File: src/rtl/adc_fifo_packetizer_if.sv
// adc_fifo_packetizer_if: FIFO read port and framed output stream of the packetizer
interface adc_fifo_packetizer_if;
  logic        fifo_empty;
  logic        fifo_aempty;
  logic        fifo_re;
  logic [15:0] fifo_q;
  logic [15:0] out_data;
  logic        out_valid;
  logic        out_ready;
  logic        out_sop;
  logic        out_eop;
  modport master (
    input  fifo_empty, fifo_aempty, fifo_q, out_ready,
    output fifo_re, out_data, out_valid, out_sop, out_eop
  );
  modport slave (
    output fifo_empty, fifo_aempty, fifo_q, out_ready,
    input  fifo_re, out_data, out_valid, out_sop, out_eop
  );
endinterface

File: src/rtl/adc_fifo_packetizer.sv
// adc_fifo_packetizer: drains fixed bursts from the ADC FIFO into header/payload/checksum packets
module adc_fifo_packetizer #(
  parameter int         BURST_LEN  = 64,
  parameter int         RD_LATENCY = 2,
  parameter int         SKID_DEPTH = 4,
  parameter logic [3:0] HDR_TAG    = 4'hA
) (
  input  logic                  clk,
  input  logic                  rst,
  input  logic                  i_enable,
  adc_fifo_packetizer_if.master bus,
  output logic                  o_busy,
  output logic                  o_underrun
);
  localparam int PW = $clog2(SKID_DEPTH);
  localparam int BW = $clog2(BURST_LEN + 1);
  localparam logic [BW-1:0] W_BL   = BW'(BURST_LEN);
  localparam logic [BW-1:0] W_LAST = BW'(BURST_LEN - 1);
  localparam logic [PW+1:0] W_SD   = (PW+2)'(SKID_DEPTH);
  typedef enum logic [1:0] {IDLE, HEADER, PAYLOAD, CHECKSUM} state_t;
  state_t                r_state, w_next;
  logic [11:0]           r_seq;
  logic [15:0]           r_sum;
  logic [BW-1:0]         r_req, r_cnt;
  logic [RD_LATENCY-1:0] r_flight;
  logic [15:0]           r_skid [SKID_DEPTH];
  logic [PW-1:0]         r_wp, r_rp;
  logic [PW:0]           r_occ;
  logic                  r_underrun;
  logic [PW+1:0]         w_credit;
  logic                  w_fetch, w_push, w_hs, w_pop, w_active;
  // credit counts buffered words plus reads whose data is still in the FIFO pipeline
  always_comb begin
    w_credit = (PW+2)'(r_occ);
    for (int i = 0; i < RD_LATENCY; i++) w_credit = w_credit + (PW+2)'(r_flight[i]);
  end
  assign w_active      = r_state == HEADER || r_state == PAYLOAD;
  assign w_fetch       = w_active && r_req < W_BL && w_credit < W_SD;
  assign bus.fifo_re   = w_fetch && !bus.fifo_empty;
  assign w_push        = r_flight[RD_LATENCY-1];
  assign bus.out_valid = r_state == HEADER || r_state == CHECKSUM || (r_state == PAYLOAD && r_occ != '0);
  assign bus.out_sop   = r_state == HEADER;
  assign bus.out_eop   = r_state == CHECKSUM;
  assign w_hs          = bus.out_valid && bus.out_ready;
  assign w_pop         = r_state == PAYLOAD && w_hs;
  assign o_busy        = r_state != IDLE;
  assign o_underrun    = r_underrun;
  always_comb begin
    bus.out_data = r_state == HEADER ? {HDR_TAG, r_seq} :
                   (r_state == PAYLOAD && r_occ != '0) ? r_skid[r_rp] :
                   r_state == CHECKSUM ? r_sum : 16'h0;
    w_next = (r_state == IDLE && i_enable && !bus.fifo_aempty) ? HEADER :
             (r_state == HEADER && w_hs) ? PAYLOAD :
             (w_pop && r_cnt == W_LAST) ? CHECKSUM :
             (r_state == CHECKSUM && w_hs) ? IDLE : r_state;
  end
  always_ff @(posedge clk) begin
    if (rst) begin
      r_state    <= IDLE;
      r_seq      <= '0;
      r_sum      <= '0;
      r_req      <= '0;
      r_cnt      <= '0;
      r_flight   <= '0;
      r_wp       <= '0;
      r_rp       <= '0;
      r_occ      <= '0;
      r_underrun <= 1'b0;
    end else begin
      r_state  <= w_next;
      r_flight <= RD_LATENCY'({r_flight, bus.fifo_re});
      r_occ    <= r_occ + (PW+1)'(w_push) - (PW+1)'(w_pop);
      if (w_push) begin
        r_skid[r_wp] <= bus.fifo_q;
        r_wp         <= r_wp + 1'b1;
      end
      if (w_pop) begin
        r_rp  <= r_rp + 1'b1;
        r_sum <= r_sum + bus.out_data;
        r_cnt <= r_cnt + 1'b1;
      end
      if (bus.fifo_re) r_req <= r_req + 1'b1;
      if (w_fetch && bus.fifo_empty) r_underrun <= 1'b1;
      if (r_state == CHECKSUM && w_hs) r_seq <= r_seq + 1'b1;
      if (r_state == IDLE) begin
        r_sum <= '0;
        r_req <= '0;
        r_cnt <= '0;
      end
    end
  end
endmodule

File: src/flat_wrapper.sv
// flat-port wrapper written by rule: the top's interface ports become plain ports
module adc_fifo_packetizer_flat 
#(
  parameter int         BURST_LEN  = 64,
  parameter int         RD_LATENCY = 2,
  parameter int         SKID_DEPTH = 4,
  parameter logic [3:0] HDR_TAG    = 4'hA
)
  (clk, rst, i_enable, o_busy, o_underrun, bus_fifo_empty, bus_fifo_aempty, bus_fifo_q, bus_out_ready, bus_fifo_re, bus_out_data, bus_out_valid, bus_out_sop, bus_out_eop);
  adc_fifo_packetizer_if bus_i ();
  input  logic clk;
  input  logic rst;
  input  logic i_enable;
  output logic o_busy;
  output logic o_underrun;
  input wire logic [$bits(bus_i.fifo_empty)-1:0] bus_fifo_empty;
  input wire logic [$bits(bus_i.fifo_aempty)-1:0] bus_fifo_aempty;
  input wire logic [$bits(bus_i.fifo_q)-1:0] bus_fifo_q;
  input wire logic [$bits(bus_i.out_ready)-1:0] bus_out_ready;
  output wire logic [$bits(bus_i.fifo_re)-1:0] bus_fifo_re;
  output wire logic [$bits(bus_i.out_data)-1:0] bus_out_data;
  output wire logic [$bits(bus_i.out_valid)-1:0] bus_out_valid;
  output wire logic [$bits(bus_i.out_sop)-1:0] bus_out_sop;
  output wire logic [$bits(bus_i.out_eop)-1:0] bus_out_eop;
  assign bus_i.fifo_empty = bus_fifo_empty;
  assign bus_i.fifo_aempty = bus_fifo_aempty;
  assign bus_i.fifo_q = bus_fifo_q;
  assign bus_i.out_ready = bus_out_ready;
  assign bus_fifo_re = bus_i.fifo_re;
  assign bus_out_data = bus_i.out_data;
  assign bus_out_valid = bus_i.out_valid;
  assign bus_out_sop = bus_i.out_sop;
  assign bus_out_eop = bus_i.out_eop;
  adc_fifo_packetizer #(.BURST_LEN(BURST_LEN), .RD_LATENCY(RD_LATENCY), .SKID_DEPTH(SKID_DEPTH), .HDR_TAG(HDR_TAG)) u_core (.clk(clk), .rst(rst), .i_enable(i_enable), .bus(bus_i), .o_busy(o_busy), .o_underrun(o_underrun));
endmodule
File: config.mk
export PLATFORM = sky130hd
export DESIGN_NAME = adc_fifo_packetizer_flat
export DESIGN_NICKNAME = d
export VERILOG_FILES = /design/src/rtl/adc_fifo_packetizer_if.sv /design/src/rtl/adc_fifo_packetizer.sv /design/src/flat_wrapper.sv
export SDC_FILE = /design/constraint.sdc
export NUM_CORES = 1
export LEC_CHECK = 0
export BUFFER_PORTS_ARGS = -buffer_cell sky130_fd_sc_hd__buf_2
export CAP_MARGIN = 30
export CORE_MARGIN = 4
export CORE_UTILIZATION = 60
export CTS_BUF_LIST = sky130_fd_sc_hd__clkbuf_16
export CTS_CLUSTER_SIZE = 28
export DETAILED_ROUTE_END_ITERATION = 10
export GPL_ROUTABILITY_DRIVEN = 1
export PLACE_DENSITY = 0.83
export SLEW_MARGIN = 20
export SYNTH_ARGS = -nofsm -noshare
export SYNTH_HDL_FRONTEND = slang
export SYNTH_SLANG_ARGS = --single-unit
File: constraint.sdc
create_clock -name clk -period 6 [get_ports clk]
set_input_delay 0.3 -clock clk [delete_from_list [all_inputs] [get_ports clk]]
set_output_delay 0.3 -clock clk [all_outputs]
set_load 0.01 [all_outputs]
After elaboration in Yosys (flattened, before gate mapping). Memory sizes are Yosys's and may differ from the RTL's. A register that Yosys moved wholly into a read port is not among the register bits. Cells that the tools add are included.

Register bits after elaboration: 54. Memory bits (writable): 64. Output and inout port bits: 22. Memories kept: 1.

Add/subtract/negate cells: 10. $lt $le $gt $ge: 2. Equality and inequality tests: 4. Mux-type cells: 12. Reduce and logical (&&, ||, !) cells: 24.

Memories: u_core.r_skid (words 4, width 16, read ports 1, clocked after memory_dff 1, wr ports 1, RTL line adc_fifo_packetizer.sv:26) `logic [15:0] r_skid [SKID_DEPTH];`.

Operators with widths (count): 16-bit 2-to-1 mux (3); 16-bit adder (1); 7-bit by 1-bit adder with 7-bit output (second input constant) (2); 12-bit by 1-bit adder with 12-bit output (second input constant) (1); 1-bit logical AND (12); 2-bit 2-to-1 mux (5); 7-bit by 6-bit equality test with 1-bit output (second input constant) (1); 7-bit < comparator (second input constant) (1); 3-bit nonzero test (2); 2-bit by 1-bit adder with 2-bit output (second input constant) (2); 3-bit by 1-bit adder with 4-bit output (1); 4-bit by 1-bit adder with 4-bit output (1); 2-bit equality test (second input constant) (2); 4-bit by 3-bit < comparator with 1-bit output (second input constant) (1); 1-bit 2-to-1 mux (4); 4-bit nonzero test (1); 2-bit OR reduction (2); 3-bit by 1-bit adder with 3-bit output (1); 1-bit logical OR (3); 3-bit by 1-bit subtractor with 3-bit output (1); 2-bit by 1-bit equality test with 1-bit output (second input constant) (1); 1-bit logical NOT (2); 2-bit logical NOT (1); 2-bit nonzero test (1).

Longest topological paths before layout. Gate-level depths: netlist (run 1).

Depth after elaboration: 9. Mapped depth: 15.

Worst setup path before layout (run 1). OpenSTA, ideal clock, no wires.

Kind: register to register. Start point: reg (tool-made name). End point: reg u_core.r_sum[10]. Arrival: 3374 ps. Setup slack: 2506 ps. Cell stages (with the launch flop): 14. Path buffers: 2. Period minus slack after synthesis: 3494 ps. Path through: dfxtp_1 -> buf_2 -> buf_2 -> mux4_2 -> a21oi_1 -> o21ai_0 -> ha_1 -> fa_1 -> a211oi_1 -> o21bai_1 -> o21a_1 -> a221oi_1 -> or4_1 -> nand3_1.

RTL lines: end signal: assignment (RTL line adc_fifo_packetizer.sv:79) `r_sum <= r_sum + bus.out_data;`; end: declaration (RTL line adc_fifo_packetizer.sv:23) `logic [15:0] r_sum;`.

Final worst setup path (run 1).
Start point: reg u_core.r_state[1]. End point: reg u_core.r_occ[2].

Word-level cells in the longest chain between the ends: 6.

Ends and longest elaborated chain: start: declaration (RTL line adc_fifo_packetizer.sv:21) `state_t r_state, w_next;`; start signal: assignment (RTL line adc_fifo_packetizer.sv:70) `r_state <= w_next;`; 2-bit by 1-bit equality test with 1-bit output, or another cell as far along (RTL line adc_fifo_packetizer.sv:41) `assign bus.out_valid = r_state == HEADER || r_state == CHECKSUM || (r_state == PAYLOAD && r_occ != '0);`; 1-bit logical OR / 1-bit logical AND (equally long branches) (RTL line adc_fifo_packetizer.sv:41); 1-bit logical OR (RTL line adc_fifo_packetizer.sv:41); 1-bit logical AND (RTL line adc_fifo_packetizer.sv:44) `assign w_hs = bus.out_valid && bus.out_ready;`; 1-bit logical AND (*) (RTL line adc_fifo_packetizer.sv:45) `assign w_pop = r_state == PAYLOAD && w_hs;`; 3-bit by 1-bit subtractor with 3-bit output (*) (RTL line adc_fifo_packetizer.sv:72) `r_occ <= r_occ + (PW+1)'(w_push) - (PW+1)'(w_pop);`; end signal: assignment (RTL line adc_fifo_packetizer.sv:72); end: declaration (RTL line adc_fifo_packetizer.sv:28) `logic [PW:0] r_occ;`.

Every way passes the cells marked *; elsewhere a longest branch is shown, timed or not. A chain may end at the register's enable or synchronous reset.

==> results of run 1 <==
-- sequential cells by signal, summed over array words and instances (netlist names), named ones only --
signal	cells
u_core.r_seq	12
u_core.r_flight	2
u_core.r_skid	64
u_core.r_state	2
u_core.r_req	7
u_core.r_sum	16
u_core.r_cnt	7
u_core.r_wp	2
u_core.o_underrun	1
u_core.r_occ	3
u_core.r_rp	2
-- worst max-delay path by stage --
| stage | endpoint | slack, ps |
|---|---|---|
| after CTS | u_core.r_occ[2] | 1750 |
| after global placement | u_core.r_occ[2] | 1910 |
| final | u_core.r_occ[2] | 1710 |
| after global routing | u_core.r_occ[1] | 1330 |
| after detailed placement | u_core.r_occ[2] | 1780 |
| after floorplan | u_core.r_sum[10] | 2510 |
-- through the flow --
step,setup slack (ps),hold slack (ps)
after detailed placement,1780,438
after floorplan,2510,399
after global placement,1910,444
after CTS,1750,95.4
final,1710,106
after global routing,1330,95.1
-- cell families (layout without fill, tap and decap cells) --
group                      after synthesis  in the layout  synth area share
DFF                                    120            120             0.530
xor gates and xnor gates                29             29            0.0442
and+or+nand+nor                        179            179             0.152
AOI/OAI and AO/OA                       98             98             0.108
adders and majority gates               32             32            0.0723
muxes                                   19             19            0.0680
buffers and inverters                   38             92            0.0259
-- metal layers --
layer | wire [um] | track usage | vias to the layer above
met5 | 0 | 0 | -
met4 | 316 | 0.106 | 0
met3 | 695 | 0.0600 | 26
met2 | 6380 | 0.404 | 150
met1 | 5480 | 0.311 | 2008
li1 | - | - | 1975
-- critical path: cells and delay by family (launching register included) --
| kind | cells | cell delay [ps] |
|---|---|---|
| simple gates | 2 | 310 |
| flops | 1 | 350 |
| buf+inv | 3 | 1030 |
| xor+xnor | 1 | 150 |
| compound gates | 1 | 630 |
| fa+ha+maj | 4 | 1680 |
-- layout make-up --
class	instances	area [um^2]
timing repair buffer	48	260
clock inverter	15	175
sequential	120	3040
inverter	12	45.0
multi-input combinational	357	2550
tap	129	161
fill	652	2620
clock buffer	17	425
-- power breakdown --
part	switching, mW	leakage (nW)	internal (mW)
clock network	0.372	0.283	0.653
registers	0.00318	1.03	0.868
logic	0.0401	1.26	0.0207
total	0.415	2.57	1.54
-- cell usage in the layout (no fill, tap or decap), types with 5 or more instances in the layout --
cell,n
a211oi_1,5
a21o_1,7
a21oi_1,36
and2_1,6
and3_1,16
buf_2,43
clkbuf_16,17
dfxtp_1,56
edfxtp_1,64
ha_1,30
inv_1,12
mux4_2,16
nand2_1,53
nand3_1,19
nand4_1,15
nor2_1,41
nor2b_1,5
nor3_1,6
o211ai_1,7
o21a_1,6
o21ai_0,19
xnor2_1,11
xor2_1,18
==> run metrics, run 1 <==
maxcap violations 0; Slew Limit Fails 0; First-pass DRT Iterations 5; CTS Sinks 120; first-pass GRT wire length ~21000 um; CTS Buf Count 17; VDD IR max around 340 uV; Final Instance Area about 6700 um^2; post-synthesis cell type count 46; biggest area consumer among synthesized cells edfxtp_1; layout cells sized above 1 0.174; # port buffers 43; crit path time final about 4300 ps; vias in the first global route 4239; total power 1.96 mW; CP max stage delay between 900 and 1000 ps; Final Skew roughly 11 ps; post-route ant nets 0; critical path arrival ~4600 ps; Die Y 106 um; via density per instance between 5 and 6; Reg-to-Reg Start u_core.r_state[1]; Placed Instances roughly 670; syn nets roughly 570; hold path cells 1; fmax 0.233 GHz; Required @ worst endpoint roughly 6300 ps; reg2reg path depth 11; Pleak 2.57 nW; post_cts resized 0; count of final setup violators 0; Util after Layout 0.718; Synth Area per Inst ~11 um^2; Syn Inst Count between 500 and 600; Worst slew margin 0.372; RSZ-0062 raised after global routing false; synth top area cells edfxtp_1 (33%), dfxtp_1 (20%), ha_1 (6.5%); Routed WL between 10000 and 15000 um; EDFF count, synth 64; H-tree lvl count 4; Ys Warns 0; Final HPWL DP between 8000 and 9000 um; critical path startpoint u_core.r_state[1]; initial antenna violation count 0; worst-margin pin slew ~940 ps; 1st-iter DRT viols 280; drt drc 0; hold_sp bus_fifo_q[4]; Seq cells post-synth between 100 and 150; startpoint types flip-flop; period utilisation layout 0.715; outcome finished clean; most numerous cell in the Yosys netlist edfxtp_1; core area slightly above 9000 um^2; setup TNS 0 ps; diode count 0; pin count of the biggest net entering global routing 32; hold crit path type input port to flip-flop; post-synthesis async set-or-reset flop share 0; r2r setup slk between 1500 and 2000 ps; R2R Path End u_core.r_occ[2]; Die ar. around 11000 um^2; worst-path cell chain inv_1 > ha_1 > nor2_1 > a21o_1 > clkinv_1 > ha_1 > inv_1 > ha_1 > fa_1 > xor2_1 > nor2_1; Routed wire per std cell about 18 um; Skew-Pair Late Insertion Delay between 400 and 500 ps; CTS tree yes; placed inst area about 6100 um^2; Die W about 110 um; fin nets 610; via count slightly above 4000; clock tree root buffer cell clkbuf_16; WHS Endpoint u_core.r_skid[3][4]; crit path kind flip-flop to flip-flop; Power per Cell Area just under 300 nW/um^2; clock-pin slew on the worst setup and hold paths around 60 ps; most frequent cells after synthesis edfxtp_1 (64), dfxtp_1 (56), nand2_1 (53); Synth Flop Type edfxtp_1; Finished Layout Cells between 600 and 700; # hold bufs at CTS 0; All-Layer GR Usage 0.246; CP max FO 31; CTS max path bufs 2; FP Rows 35; final-report hold violation count 0; crit path capture type flip-flop; Starting Density 0.619; sequential area share after synthesis 0.530; GRT overflow 0; Ports 44; Crit-path slowest cell clkinv_1; P&R area growth vs syn 16.0%; share of the synthesized area in the top cell type 0.335; RePlAce Congestion ~0.89; setup bufs post-CTS 0; CP dominant cell by count ha_1; Syn Std Cell Area about 5700 um^2
Note: power is estimated with default switching activity, not from simulation.
==> inputs of run 2 (changes only) <==
--- a/config.mk
+++ b/config.mk
@@ -5,6 +5,7 @@
 export SDC_FILE = /design/constraint.sdc
 export NUM_CORES = 1
 export LEC_CHECK = 0
+export ABC_AREA = 1
 export BUFFER_PORTS_ARGS = -buffer_cell sky130_fd_sc_hd__buf_2
 export CAP_MARGIN = 30
 export CORE_MARGIN = 4
@@ -13,7 +14,7 @@
 export CTS_CLUSTER_SIZE = 28
 export DETAILED_ROUTE_END_ITERATION = 10
 export GPL_ROUTABILITY_DRIVEN = 1
-export PLACE_DENSITY = 0.83
+export PLACE_DENSITY = 0.82
 export SLEW_MARGIN = 20
 export SYNTH_ARGS = -nofsm -noshare
 export SYNTH_HDL_FRONTEND = slang
==> constraint.sdc (replaced) <==
create_clock -name clk -period 4.3 [get_ports clk]
set_input_delay 0.215 -clock clk [delete_from_list [all_inputs] [get_ports clk]]
set_output_delay 0.215 -clock clk [all_outputs]
set_load 0.01 [all_outputs]
==> run 2 against run 1 <==
Compared with the run above:
- worst setup slack worse by 750 ps
- combinational power is 23% higher
- clock power rose by 38%
- utilization decreased by 0.70 points
- largest power group unchanged
==> run metrics, run 2 <==
pre-CTS setup slack around 1000 ps; P&R area growth vs syn 14.8%; VDD IR max 356 uV; Synth Area per Inst 8.76 um^2; Final Skew between 8 and 9 ps; First-pass DRT Iterations 5; CP dominant cell by count nand2_1; All-Layer GR Usage 0.258; part of the power in registers 0.450; diode count 0; Ys Warns 0; Routed WL between 10000 and 15000 um; fmax roughly 0.30 GHz; maxcap violations 0; Skew-Pair Late Insertion Delay about 420 ps; Seq cells post-synth 120; first-pass GRT wire length approximately 23000 um; vias in the first global route ~4700; crit path kind flip-flop to flip-flop; Util after Layout 0.711; Starting Density 0.619; setup bufs post-CTS 0; initial antenna violation count 0; Final HPWL DP between 9000 and 10000 um; pin count of the biggest net entering global routing 34; startpoint types flip-flop; most frequent cells after synthesis nand2_1 (106), inv_1 (80), nor2_1 (72); worst-margin pin slew between 900 and 1000 ps; outcome finished clean; via count 5013; Crit-path slowest cell a21oi_4; hold crit path type input port to flip-flop; Slew Limit Fails 0; CP max FO 19; CTS Buf Count 17; Routed wire per std cell ~16 um; Die ar. 11800 um^2; CTS max path bufs 2; layout cells sized above 1 0.130; share of the synthesized area in the top cell type 0.316; RSZ-0062 raised after global routing false; Required @ worst endpoint 4610 ps; H-tree lvl count 4; CP max stage delay ~420 ps; CTS Sinks 120; core area about 9800 um^2; Pleak roughly 2.8 nW; post_cts resized 0; Syn Inst Count between 600 and 700; top flop regs u_core.r_skid (64), u_core.r_sum (16), u_core.r_seq (12); GRT overflow 0; biggest area consumer among synthesized cells edfxtp_1; Switching Fraction 0.208; most numerous cell in the Yosys netlist nand2_1; drt drc 0; count of final setup violators 0; largest reg by FF count u_core.r_skid; Syn Std Cell Area 6080 um^2; clock-pin slew on the worst setup and hold paths approximately 60 ps; FP Rows 36; via density per instance 5.66; RePlAce Congestion between 0.9 and 1; most common cell after layout, fill and taps aside nand2_1; period utilisation layout 0.777; Synth Flop Type edfxtp_1; syn nets 748; EDFF count, synth 64; Die Y between 100 and 150 um; commonest non-fill, non-tap cells in the layout nand2_1 (106), inv_1 (84), nor2_1 (71), o21ai_0 (67), a21oi_1 (65); final-report hold violation count 0; Clk pwr share 0.522; total power about 2.7 mW; Internal roughly 2.1 mW; post-route ant nets 0; max FFs per register 64; post-synthesis async set-or-reset flop share 0; # port buffers 43; sequential area share after synthesis 0.501; crit path capture type flip-flop; crit path time final 3340 ps; Ports 44; synth top area cells edfxtp_1 (32%), dfxtp_1 (18%), nand2_1 (6.5%); clock tree root buffer cell clkbuf_16; final setup margin roughly 960 ps; setup TNS 0 ps; critical path arrival between 3000 and 4000 ps; # hold bufs at CTS 0; CTS tree yes; Die W 109 um; fin nets 793; Power per Cell Area 386 nW/um^2; Worst slew margin 0.397; post-synthesis cell type count 41; combinational share of power 0.028; worst-path cell chain inv_1 > ha_1 > inv_2 > a21oi_4 > o221ai_1 > nand3_1 > o21ai_0 > ha_1 > nand2_1 > nand2_1 > a21oi_1 > nand2_1 > a21oi_1 > xor2_1 > nand2_1 > nand2_1 > inv_1; Switch Pwr 0.559 mW; 1st-iter DRT viols between 500 and 600
==> run 2: final timing paths <==
check	cells past startpoint	to	start	slack, ps
max	17	u_core.r_sum[11]	u_core.r_state[0]	960
max reg2reg	17	u_core.r_sum[11]	u_core.r_state[0]	960
min reg2reg	2	u_core.r_flight[1]	u_core.r_flight[0]	430
min	1	u_core.r_skid[1][7]	bus_fifo_q[7]	10
==> run 2: cells by family (layout without fill, tap and decap cells) <==
group,after synthesis,count (layout),share of synthesized area
AOI/OAI and AO/OA,165,165,0.152
xor gates and xnor gates,13,13,0.0187
adders and majority gates,32,32,0.0683
buffers and inverters,111,169,0.0757
DFF,120,120,0.501
and+or+nand+nor,253,253,0.185
==> run 2: metrics by stage <==
stage | hold WS (ps) | std cells | area [um^2]
floorplan | 285 | 694 | 6080
global placement | 412 | 852 | 6370
detailed placement | 423 | 852 | 6370
CTS | 6.74 | 884 | 6960
global route | 9.94 | 885 | 6980
finish | 12.9 | 885 | 6980
==> run 2: worst max-delay path, delay by kind of cell, from the launching register on <==
family	cells	cell delay, ps
compound gates	5	1250
fa+ha+maj	2	650
simple gates	6	570
flops	1	330
buf+inv	3	250
xor+xnor	1	150
==> run 2: per-layer routing <==
layer	routed length (um)	global-route usage	vias to the layer above	share of wire
met5	0	0	-	0
met4	224	0.0839	0	0.016
met3	1170	0.0551	25	0.082
met2	6790	0.421	212	0.48
met1	6090	0.345	2325	0.43
li1	-	-	2451	-
==> run 2: area by class of cell <==
type	count	area, um^2
clock buffers	17	425
fillers	729	2840
repair buffers	50	275
flip-flops and latches	120	3040
multi-input cells	463	2580
inverters	87	327
well taps	133	166
clock inverters	15	164
==> run 2: power by group through the flow <==
| stage | Combinational [mW] | Sequential [mW] | Clock (mW) |
|---|---|---|---|
| final | 0.0750 | 1.21 | 1.41 |
| after global routing | 0.0834 | 1.21 | 1.46 |
| after CTS | 0.0748 | 1.21 | 1.42 |
| after detailed placement | 0.0737 | 1.24 | 0 |
| after global placement | 0.0712 | 1.24 | 0 |
| after floorplan | 0.0424 | 1.24 | 0 |
